## src/rtl/gamma_lut_loader_if.sv

```systemverilog
// ---------------------------------------------------------------------------
// gamma_lut_loader_if
//
// Bundles the signals between the I2C packet decoder / video timing side and
// the gamma LUT loader, and between the loader and the gamma datapath LUT.
//
// Parameters
//   DATA_W        LUT entry width in bits
//   IDX_W         LUT index width; each bank holds 2^IDX_W entries
//
// Signals (direction as seen by the loader, i.e. the slave modport)
//   pkt_sop       in   first byte of a table packet (qualified by pkt_vld)
//   pkt_eop       in   last byte of a table packet (qualified by pkt_vld)
//   pkt_vld       in   pkt_data valid this cycle
//   pkt_data      in   table byte
//   frame_sof     in   video start-of-frame (tvalid & tuser)
//   lut_wr_en     out  LUT write strobe
//   lut_wr_addr   out  {bank, index}
//   lut_wr_data   out  LUT write data
//   rd_bank       out  bank the datapath reads (MSB of its LUT read address)
//   load_busy     out  loader is in LOAD or DRAIN
//   swap_pending  out  a validated table waits for frame_sof
//   load_done     out  one-cycle pulse: packet validated
//   swap_done     out  one-cycle pulse: rd_bank toggled
//   load_err      out  one-cycle pulse: packet rejected
//   err_code      out  cause of last error: 01 short, 10 long, 11 restart
//
// Modports
//   slave   the loader itself
//   master  the environment driving packets and consuming LUT writes
// ---------------------------------------------------------------------------
interface gamma_lut_loader_if #(
    parameter int DATA_W = 8,
    parameter int IDX_W  = 8
) ();

    logic              pkt_sop;
    logic              pkt_eop;
    logic              pkt_vld;
    logic [DATA_W-1:0] pkt_data;
    logic              frame_sof;

    logic              lut_wr_en;
    logic [IDX_W:0]    lut_wr_addr;
    logic [DATA_W-1:0] lut_wr_data;
    logic              rd_bank;
    logic              load_busy;
    logic              swap_pending;
    logic              load_done;
    logic              swap_done;
    logic              load_err;
    logic [1:0]        err_code;

    modport slave (
        input  pkt_sop, pkt_eop, pkt_vld, pkt_data, frame_sof,
        output lut_wr_en, lut_wr_addr, lut_wr_data, rd_bank, load_busy,
               swap_pending, load_done, swap_done, load_err, err_code
    );

    modport master (
        output pkt_sop, pkt_eop, pkt_vld, pkt_data, frame_sof,
        input  lut_wr_en, lut_wr_addr, lut_wr_data, rd_bank, load_busy,
               swap_pending, load_done, swap_done, load_err, err_code
    );

endinterface

```

## src/rtl/gamma_lut_loader.sv

```systemverilog
// ---------------------------------------------------------------------------
// gamma_lut_loader
//
// Sequences loading of a 2^IDX_W-entry gamma table from the I2C packet stream
// into the inactive (shadow) half of a two-bank LUT, and swaps the bank read
// by the gamma datapath only at a video start-of-frame, so a frame never mixes
// two tables. Malformed packets (short, long, restarted) are rejected and the
// active bank is never touched by a load.
//
// Ports
//   clk   clock
//   rst   synchronous, active-high reset
//   bus   gamma_lut_loader_if.slave: packet input, frame_sof, LUT write port,
//         read-bank select and status/pulse outputs
//
// All outputs are registered or decoded directly from the state register.
// LUT writes, load_done, load_err and err_code appear one cycle after the
// byte that causes them; rd_bank and swap_done one cycle after frame_sof.
// ---------------------------------------------------------------------------
module gamma_lut_loader #(
    parameter int DATA_W = 8,
    parameter int IDX_W  = 8
) (
    input  logic                clk,
    input  logic                rst,
    gamma_lut_loader_if.slave   bus
);

    typedef enum logic [1:0] {
        ST_IDLE    = 2'd0,
        ST_LOAD    = 2'd1,
        ST_DRAIN   = 2'd2,
        ST_PENDING = 2'd3
    } state_e;

    localparam logic [1:0]       ERR_SHORT   = 2'b01;
    localparam logic [1:0]       ERR_LONG    = 2'b10;
    localparam logic [1:0]       ERR_RESTART = 2'b11;
    localparam logic [IDX_W-1:0] IDX_ZERO    = '0;
    localparam logic [IDX_W-1:0] IDX_ONE     = IDX_W'(1);
    localparam logic [IDX_W-1:0] IDX_LAST    = '1;

    // State and counters
    state_e             state_q,     state_d;
    logic [IDX_W-1:0]   idx_q,       idx_d;
    logic               rd_bank_q,   rd_bank_d;

    // Registered write port
    logic               wr_en_q,     wr_en_d;
    logic [IDX_W:0]     wr_addr_q,   wr_addr_d;
    logic [DATA_W-1:0]  wr_data_q,   wr_data_d;

    // Status pulses and sticky error code
    logic               load_done_q, load_done_d;
    logic               swap_done_q, swap_done_d;
    logic               load_err_q,  load_err_d;
    logic [1:0]         err_code_q,  err_code_d;

    logic               sop_acc;
    logic               byte_wr;
    logic [IDX_W-1:0]   wr_idx;

    // A start-of-packet byte is honoured in every state; in LOAD it is a restart.
    assign sop_acc = bus.pkt_vld & bus.pkt_sop;

    // Every SOP byte and every byte accepted in LOAD is written to the shadow
    // bank. SOP always lands at index 0, other bytes at the running index.
    assign byte_wr = sop_acc | ((state_q == ST_LOAD) & bus.pkt_vld);
    assign wr_idx  = sop_acc ? IDX_ZERO : idx_q;

    // -----------------------------------------------------------------------
    // Next-state and output logic
    // -----------------------------------------------------------------------
    // NOTE: every variable gets a default before the case statement so no
    // path leaves it unassigned; that is what keeps this block latch-free.
    always_comb begin
        state_d     = state_q;
        idx_d       = idx_q;
        rd_bank_d   = rd_bank_q;
        wr_en_d     = 1'b0;
        wr_addr_d   = wr_addr_q;
        wr_data_d   = wr_data_q;
        load_done_d = 1'b0;
        swap_done_d = 1'b0;
        load_err_d  = 1'b0;
        err_code_d  = err_code_q;

        if (byte_wr) begin
            wr_en_d   = 1'b1;
            wr_addr_d = {~rd_bank_q, wr_idx};
            wr_data_d = bus.pkt_data;
        end

        case (state_q)
            ST_IDLE, ST_DRAIN, ST_PENDING: begin
                if (sop_acc) begin
                    // Fresh table. From PENDING this overwrites the waiting
                    // table in the shadow bank: the latest table wins.
                    idx_d = IDX_ONE;
                    if (bus.pkt_eop) begin
                        load_err_d = 1'b1;
                        err_code_d = ERR_SHORT;
                        state_d    = ST_IDLE;
                    end else begin
                        state_d    = ST_LOAD;
                    end
                end else if ((state_q == ST_PENDING) && bus.frame_sof) begin
                    rd_bank_d   = ~rd_bank_q;
                    swap_done_d = 1'b1;
                    state_d     = ST_IDLE;
                end else if ((state_q == ST_DRAIN) && bus.pkt_vld && bus.pkt_eop) begin
                    // End of an over-long packet: the tail was discarded.
                    state_d = ST_IDLE;
                end
            end

            ST_LOAD: begin
                if (bus.pkt_vld) begin
                    if (bus.pkt_sop) begin
                        // Restart: the new byte becomes index 0 of a new table.
                        idx_d      = IDX_ONE;
                        load_err_d = 1'b1;
                        if (bus.pkt_eop) begin
                            err_code_d = ERR_SHORT;
                            state_d    = ST_IDLE;
                        end else begin
                            err_code_d = ERR_RESTART;
                        end
                    end else begin
                        idx_d = idx_q + IDX_ONE;
                        if (bus.pkt_eop) begin
                            if (idx_q == IDX_LAST) begin
                                load_done_d = 1'b1;
                                state_d     = ST_PENDING;
                            end else begin
                                load_err_d = 1'b1;
                                err_code_d = ERR_SHORT;
                                state_d    = ST_IDLE;
                            end
                        end else if (idx_q == IDX_LAST) begin
                            // Table is full but the packet keeps going.
                            load_err_d = 1'b1;
                            err_code_d = ERR_LONG;
                            state_d    = ST_DRAIN;
                        end
                    end
                end
            end

            default: state_d = ST_IDLE;
        endcase
    end

    // -----------------------------------------------------------------------
    // State registers
    // -----------------------------------------------------------------------
    // NOTE: non-blocking assignments so every flop samples the pre-edge value
    // of the others, independent of statement order.
    always_ff @(posedge clk) begin
        if (rst) begin
            state_q     <= ST_IDLE;
            idx_q       <= '0;
            rd_bank_q   <= 1'b0;
            wr_en_q     <= 1'b0;
            wr_addr_q   <= '0;
            wr_data_q   <= '0;
            load_done_q <= 1'b0;
            swap_done_q <= 1'b0;
            load_err_q  <= 1'b0;
            err_code_q  <= 2'b00;
        end else begin
            state_q     <= state_d;
            idx_q       <= idx_d;
            rd_bank_q   <= rd_bank_d;
            wr_en_q     <= wr_en_d;
            wr_addr_q   <= wr_addr_d;
            wr_data_q   <= wr_data_d;
            load_done_q <= load_done_d;
            swap_done_q <= swap_done_d;
            load_err_q  <= load_err_d;
            err_code_q  <= err_code_d;
        end
    end

    // -----------------------------------------------------------------------
    // Outputs
    // -----------------------------------------------------------------------
    assign bus.lut_wr_en    = wr_en_q;
    assign bus.lut_wr_addr  = wr_addr_q;
    assign bus.lut_wr_data  = wr_data_q;
    assign bus.rd_bank      = rd_bank_q;
    assign bus.load_done    = load_done_q;
    assign bus.swap_done    = swap_done_q;
    assign bus.load_err     = load_err_q;
    assign bus.err_code     = err_code_q;
    // Decoded from the state register, so swap_pending rises with load_done.
    assign bus.swap_pending = (state_q == ST_PENDING);
    assign bus.load_busy    = (state_q == ST_LOAD) || (state_q == ST_DRAIN);

endmodule

```

## src/flat_wrapper.sv

```systemverilog
// flat-port wrapper written by rule: the top's interface ports become plain ports
module gamma_lut_loader_flat 
#(
    parameter int DATA_W = 8,
    parameter int IDX_W  = 8
)
  (clk, rst, bus_pkt_sop, bus_pkt_eop, bus_pkt_vld, bus_pkt_data, bus_frame_sof, bus_lut_wr_en, bus_lut_wr_addr, bus_lut_wr_data, bus_rd_bank, bus_load_busy, bus_swap_pending, bus_load_done, bus_swap_done, bus_load_err, bus_err_code);
  gamma_lut_loader_if #(.DATA_W(DATA_W), .IDX_W(IDX_W)) bus_i ();
  input  logic clk;
  input  logic rst;
  input wire logic [$bits(bus_i.pkt_sop)-1:0] bus_pkt_sop;
  input wire logic [$bits(bus_i.pkt_eop)-1:0] bus_pkt_eop;
  input wire logic [$bits(bus_i.pkt_vld)-1:0] bus_pkt_vld;
  input wire logic [$bits(bus_i.pkt_data)-1:0] bus_pkt_data;
  input wire logic [$bits(bus_i.frame_sof)-1:0] bus_frame_sof;
  output wire logic [$bits(bus_i.lut_wr_en)-1:0] bus_lut_wr_en;
  output wire logic [$bits(bus_i.lut_wr_addr)-1:0] bus_lut_wr_addr;
  output wire logic [$bits(bus_i.lut_wr_data)-1:0] bus_lut_wr_data;
  output wire logic [$bits(bus_i.rd_bank)-1:0] bus_rd_bank;
  output wire logic [$bits(bus_i.load_busy)-1:0] bus_load_busy;
  output wire logic [$bits(bus_i.swap_pending)-1:0] bus_swap_pending;
  output wire logic [$bits(bus_i.load_done)-1:0] bus_load_done;
  output wire logic [$bits(bus_i.swap_done)-1:0] bus_swap_done;
  output wire logic [$bits(bus_i.load_err)-1:0] bus_load_err;
  output wire logic [$bits(bus_i.err_code)-1:0] bus_err_code;
  assign bus_i.pkt_sop = bus_pkt_sop;
  assign bus_i.pkt_eop = bus_pkt_eop;
  assign bus_i.pkt_vld = bus_pkt_vld;
  assign bus_i.pkt_data = bus_pkt_data;
  assign bus_i.frame_sof = bus_frame_sof;
  assign bus_lut_wr_en = bus_i.lut_wr_en;
  assign bus_lut_wr_addr = bus_i.lut_wr_addr;
  assign bus_lut_wr_data = bus_i.lut_wr_data;
  assign bus_rd_bank = bus_i.rd_bank;
  assign bus_load_busy = bus_i.load_busy;
  assign bus_swap_pending = bus_i.swap_pending;
  assign bus_load_done = bus_i.load_done;
  assign bus_swap_done = bus_i.swap_done;
  assign bus_load_err = bus_i.load_err;
  assign bus_err_code = bus_i.err_code;
  gamma_lut_loader #(.DATA_W(DATA_W), .IDX_W(IDX_W)) u_core (.clk(clk), .rst(rst), .bus(bus_i));
endmodule
```

## config.mk

```make
export PLATFORM = sky130hd
export DESIGN_NAME = gamma_lut_loader_flat
export DESIGN_NICKNAME = d
export VERILOG_FILES = /design/src/rtl/gamma_lut_loader_if.sv /design/src/rtl/gamma_lut_loader.sv /design/src/flat_wrapper.sv
export SDC_FILE = /design/constraint.sdc
export NUM_CORES = 1
export LEC_CHECK = 0
export BUFFER_PORTS_ARGS = -buffer_cell sky130_fd_sc_hd__buf_2
export CORE_MARGIN = 3
export CORE_UTILIZATION = 49
export CTS_BUF_LIST = sky130_fd_sc_hd__clkbuf_16
export CTS_CLUSTER_DIAMETER = 120
export DETAILED_ROUTE_END_ITERATION = 7
export HOLD_SLACK_MARGIN = 0.1
export PLACE_DENSITY = 0.75
export SKIP_CTS_REPAIR_TIMING = 1
export SYNTH_ARGS = -nofsm -noshare
export SYNTH_HDL_FRONTEND = slang
export SYNTH_SLANG_ARGS = --single-unit
```

## constraint.sdc

```tcl
create_clock -name clk -period 2.3 [get_ports clk]
set_input_delay 0.46 -clock clk [delete_from_list [all_inputs] [get_ports clk]]
set_output_delay 0.46 -clock clk [all_outputs]
set_load 0.1 [all_outputs]
```

==> summary.md <==
| Metric | Value |
|---|---|
| Status | complete, no violations |
| Max VDD drop | 0.000486 V |
| Crit Path Category | reg -> reg |
| First-pass GRT wire length | 5980 um |
| Dpl ws | 0.280 ns |
| Synth Cell Area | 1550 um^2 |
| Std cell rows | 19 |
| Synth async-reset ratio | 0% |
| Final #Nets | 234 |
| Sw power | 446 uW |
| # IOs | 40 |
| TritonRoute pass-1 iters | 4 |
| Final Max Tran Viols | 0 |
| Vias | 1407 |
| Die Width | between 60 and 70 um |
| Sequential area share after synthesis | 44.0% |
| Syn_area_per_cell | 8.78 um^2 |
| Leakage power | 0.000808 uW |
| Non-filler cells, final | 255 |
| Total gr overflow | 0 |
| Yosys warns | 0 |
| GRT Util Overall | about a fifth |
| Slew HR | about 66% |
| Initial Utilization | 53.7% |
| WL final | 3360 um |
| H-tree Lvls | 2 |
| Clk pwr share | 44.3% |
| Sw Share | 27.6% |
| Area growth, synth to finish | 24.0% |
| Fin util | 66.6% |
| Residual DRC count | 0 |
| Initial antenna violation count | 0 |
| Setup WS post-layout | 0.251 ns |
| Element type at the critical path end | register |
| Clock Path Buffers | 2 |
| Syn Inst Count | 176 |
| Final setup viols | 0 |
| Final Hold Fails | 0 |
| Largest net degree at the start of global routing | 21 |
| Max Fanout on Critical Path | 7 |
| Worst-margin pin slew | 0.510 ns |
| TritonCTS clock tree | built |
| Number of flops mapped to enable cells by yosys | 0 |
| DR WL/cell | 13.2 um |
| Die height | 62.2 um |
| Final HPWL DP | approximately 2400 um |
| Min-Delay Path Depth | 3 |
| Antenna-violating nets left | 0 |
| # port buffers | 39 |
| Ys flop type | dfxtp_1 |
| Unrepaired setup endpoints after global routing | no |
| Number of DRC markers in iteration 0 | 80 |
| Share of layout cells above drive strength 1 | between 20 and 30% |
| Final GP Congestion | around 0.87 |
| Clk root buf | clkbuf_16 |
| Clock Latency Late Sink | 0.27 ns |
| Final worst path period share | between 80% and 90% |
| R2R depth | 8 |
| Skew final | between 0.007 and 0.008 ns |
| Vias in the first global route | 1368 |
| Data required time at the worst endpoint | 2.47 ns |
| FF+latch count, synth | 34 |
| CP startpoint kind | register |
| PD cells | roughly 840 nW/um^2 |
| Syn_nets | 197 |
| Placed Cells | 248 |
| Register share of total power | 38.6% |
| Max-cap violations | 0 |
| Combinational share of power | between 10% and 20% |
| Internal Power | 1170 uW |
| Fillers | about 250 |
| Die ar. | 3860 um^2 |
| Post-route setup TNS | 0 ns |
| Data arrival time of the worst path | 2.21 ns |
| Max Fclk | 488 MHz |
| Core area | 2880 um^2 |
| Vias/cell | about 5.5 |
| CTS Buf Count | 5 |
| Overall power | 1610 uW |
| Minimum clock period after layout | 2.05 ns |
| Antenna diode count | 0 |
| Total clock sinks | 34 |
| Hold WC Path Type | in -> reg |
| Count of cell types in the netlist | 41 |
| Clk pin slew, worst setup/hold paths | 0.05 ns |
## layout make-up
type | instances | area (um^2) | share of cell area (%)
clock inverters | 2 | 33.8 | 1.76
inverters | 7 | 27.5 | 1.44
multi-input cells | 123 | 779 | 40.7
well taps | 42 | 52.6 | 2.74
flip-flops and latches | 34 | 681 | 35.5
repair buffers | 42 | 218 | 11.4
clock buffers | 5 | 125 | 6.53
## critical path: stages, from the launching register on
cell      delay [ns]
dfxtp_1         0.43
ha_1            0.26
nand3_2         0.10
nor2_2          0.16
nand3_2         0.14
ha_1            0.24
o31ai_4         0.27
a211oi_1        0.11
a31o_2          0.22
## metrics by stage
step	instance area (um^2)	hold slack, ns
final	1920	0.428
after global routing	1920	0.433
after CTS	1920	0.420
after detailed placement	1760	0.445
after global placement	1760	0.439
after floorplan	1550	0.463
## sequential cells by signal, summed over array words and instances, names as in the netlist
register	count
u_core.bus.lut_wr_addr	9
u_core.bus.swap_done	1
u_core.bus.rd_bank	1
u_core.bus.lut_wr_data	8
u_core.state_q	2
u_core.bus.err_code	2
u_core.bus.load_done	1
u_core.idx_q	8
u_core.bus.lut_wr_en	1
u_core.bus.load_err	1
## Yosys cell counts, types with 2 or more instances
cell type	instances	area share [%]
a211oi_1	5	2.4
a22oi_1	9	4.4
nor2b_1	2	0.81
nor3_1	2	0.65
o21ai_0	5	1.6
dfxtp_1	34	44
nor2_2	2	0.81
inv_1	6	1.5
buf_4	2	0.97
ha_1	7	5.7
a311oi_1	4	2.3
nor4_1	2	0.81
clkbuf_1	5	1.2
nand3_2	2	1.3
a41oi_1	2	1.1
nand3_1	3	0.97
a21oi_1	20	6.5
buf_2	4	1.3
nand2_1	23	5.6
nor2_1	16	3.9
## routing by layer
metal	track usage (%)	up-vias	part of all wire (%)
met3	8.47	8	6.4
met2	32.5	40	49
li1	-	701	-
met1	20.6	658	42
met5	0	-	0
met4	9.12	0	2.1
## cell families after synthesis
family | count (synthesis) | synth area share [%]
buffers and inverters | 19 | 5.51
XOR/XNOR | 1 | 0.567
multiplexers | 1 | 0.729
flip-flops | 34 | 44.0
AO/OA/AOI/OAI | 52 | 23.3
AND/OR/NAND/NOR | 62 | 20.2
adder cells (fa/ha/maj) | 7 | 5.67
## path summary, 6_finish.rpt
kind | startpoint | end | slack, ns
setup / recovery | u_core.idx_q[0]$_SDFFE_PP0P_ | u_core.state_q[1]$_SDFFE_PP0P_ | 0.25
hold / removal | bus_pkt_data[5] | u_core.bus.lut_wr_data[5]$_SDFFE_PP0P_ | 0.43
setup reg to reg | u_core.idx_q[0]$_SDFFE_PP0P_ | u_core.state_q[1]$_SDFFE_PP0P_ | 0.25
hold reg to reg | u_core.bus.lut_wr_data[1]$_SDFFE_PP0P_ | u_core.bus.lut_wr_data[1]$_SDFFE_PP0P_ | 0.45
## power by group through the flow
stage	clock network (uW)	registers (uW)	logic (uW)
5_1_grt	767	625	295
3_3_place_gp	0	632	271
3_5_place_dp	0	634	277
2_1_floorplan	0	737	123
4_1_cts	738	622	278
6_report	715	623	277
## layout by cell type (no fill, tap or decap), types with 2 or more instances in the layout
cell	count
a21oi_1	20
o21ai_1	2
nor2_2	2
o21ai_0	4
ha_1	7
a41oi_1	2
nand3_1	3
nor2_1	16
nand3_2	2
a22oi_1	9
nand2_1	23
a211oi_1	5
nor3_1	2
buf_4	3
nor4_1	2
a311oi_1	4
clkbuf_16	5
buf_2	39
nor2b_1	2
inv_1	6
dfxtp_1	34
(Power assumes the default switching activity.)
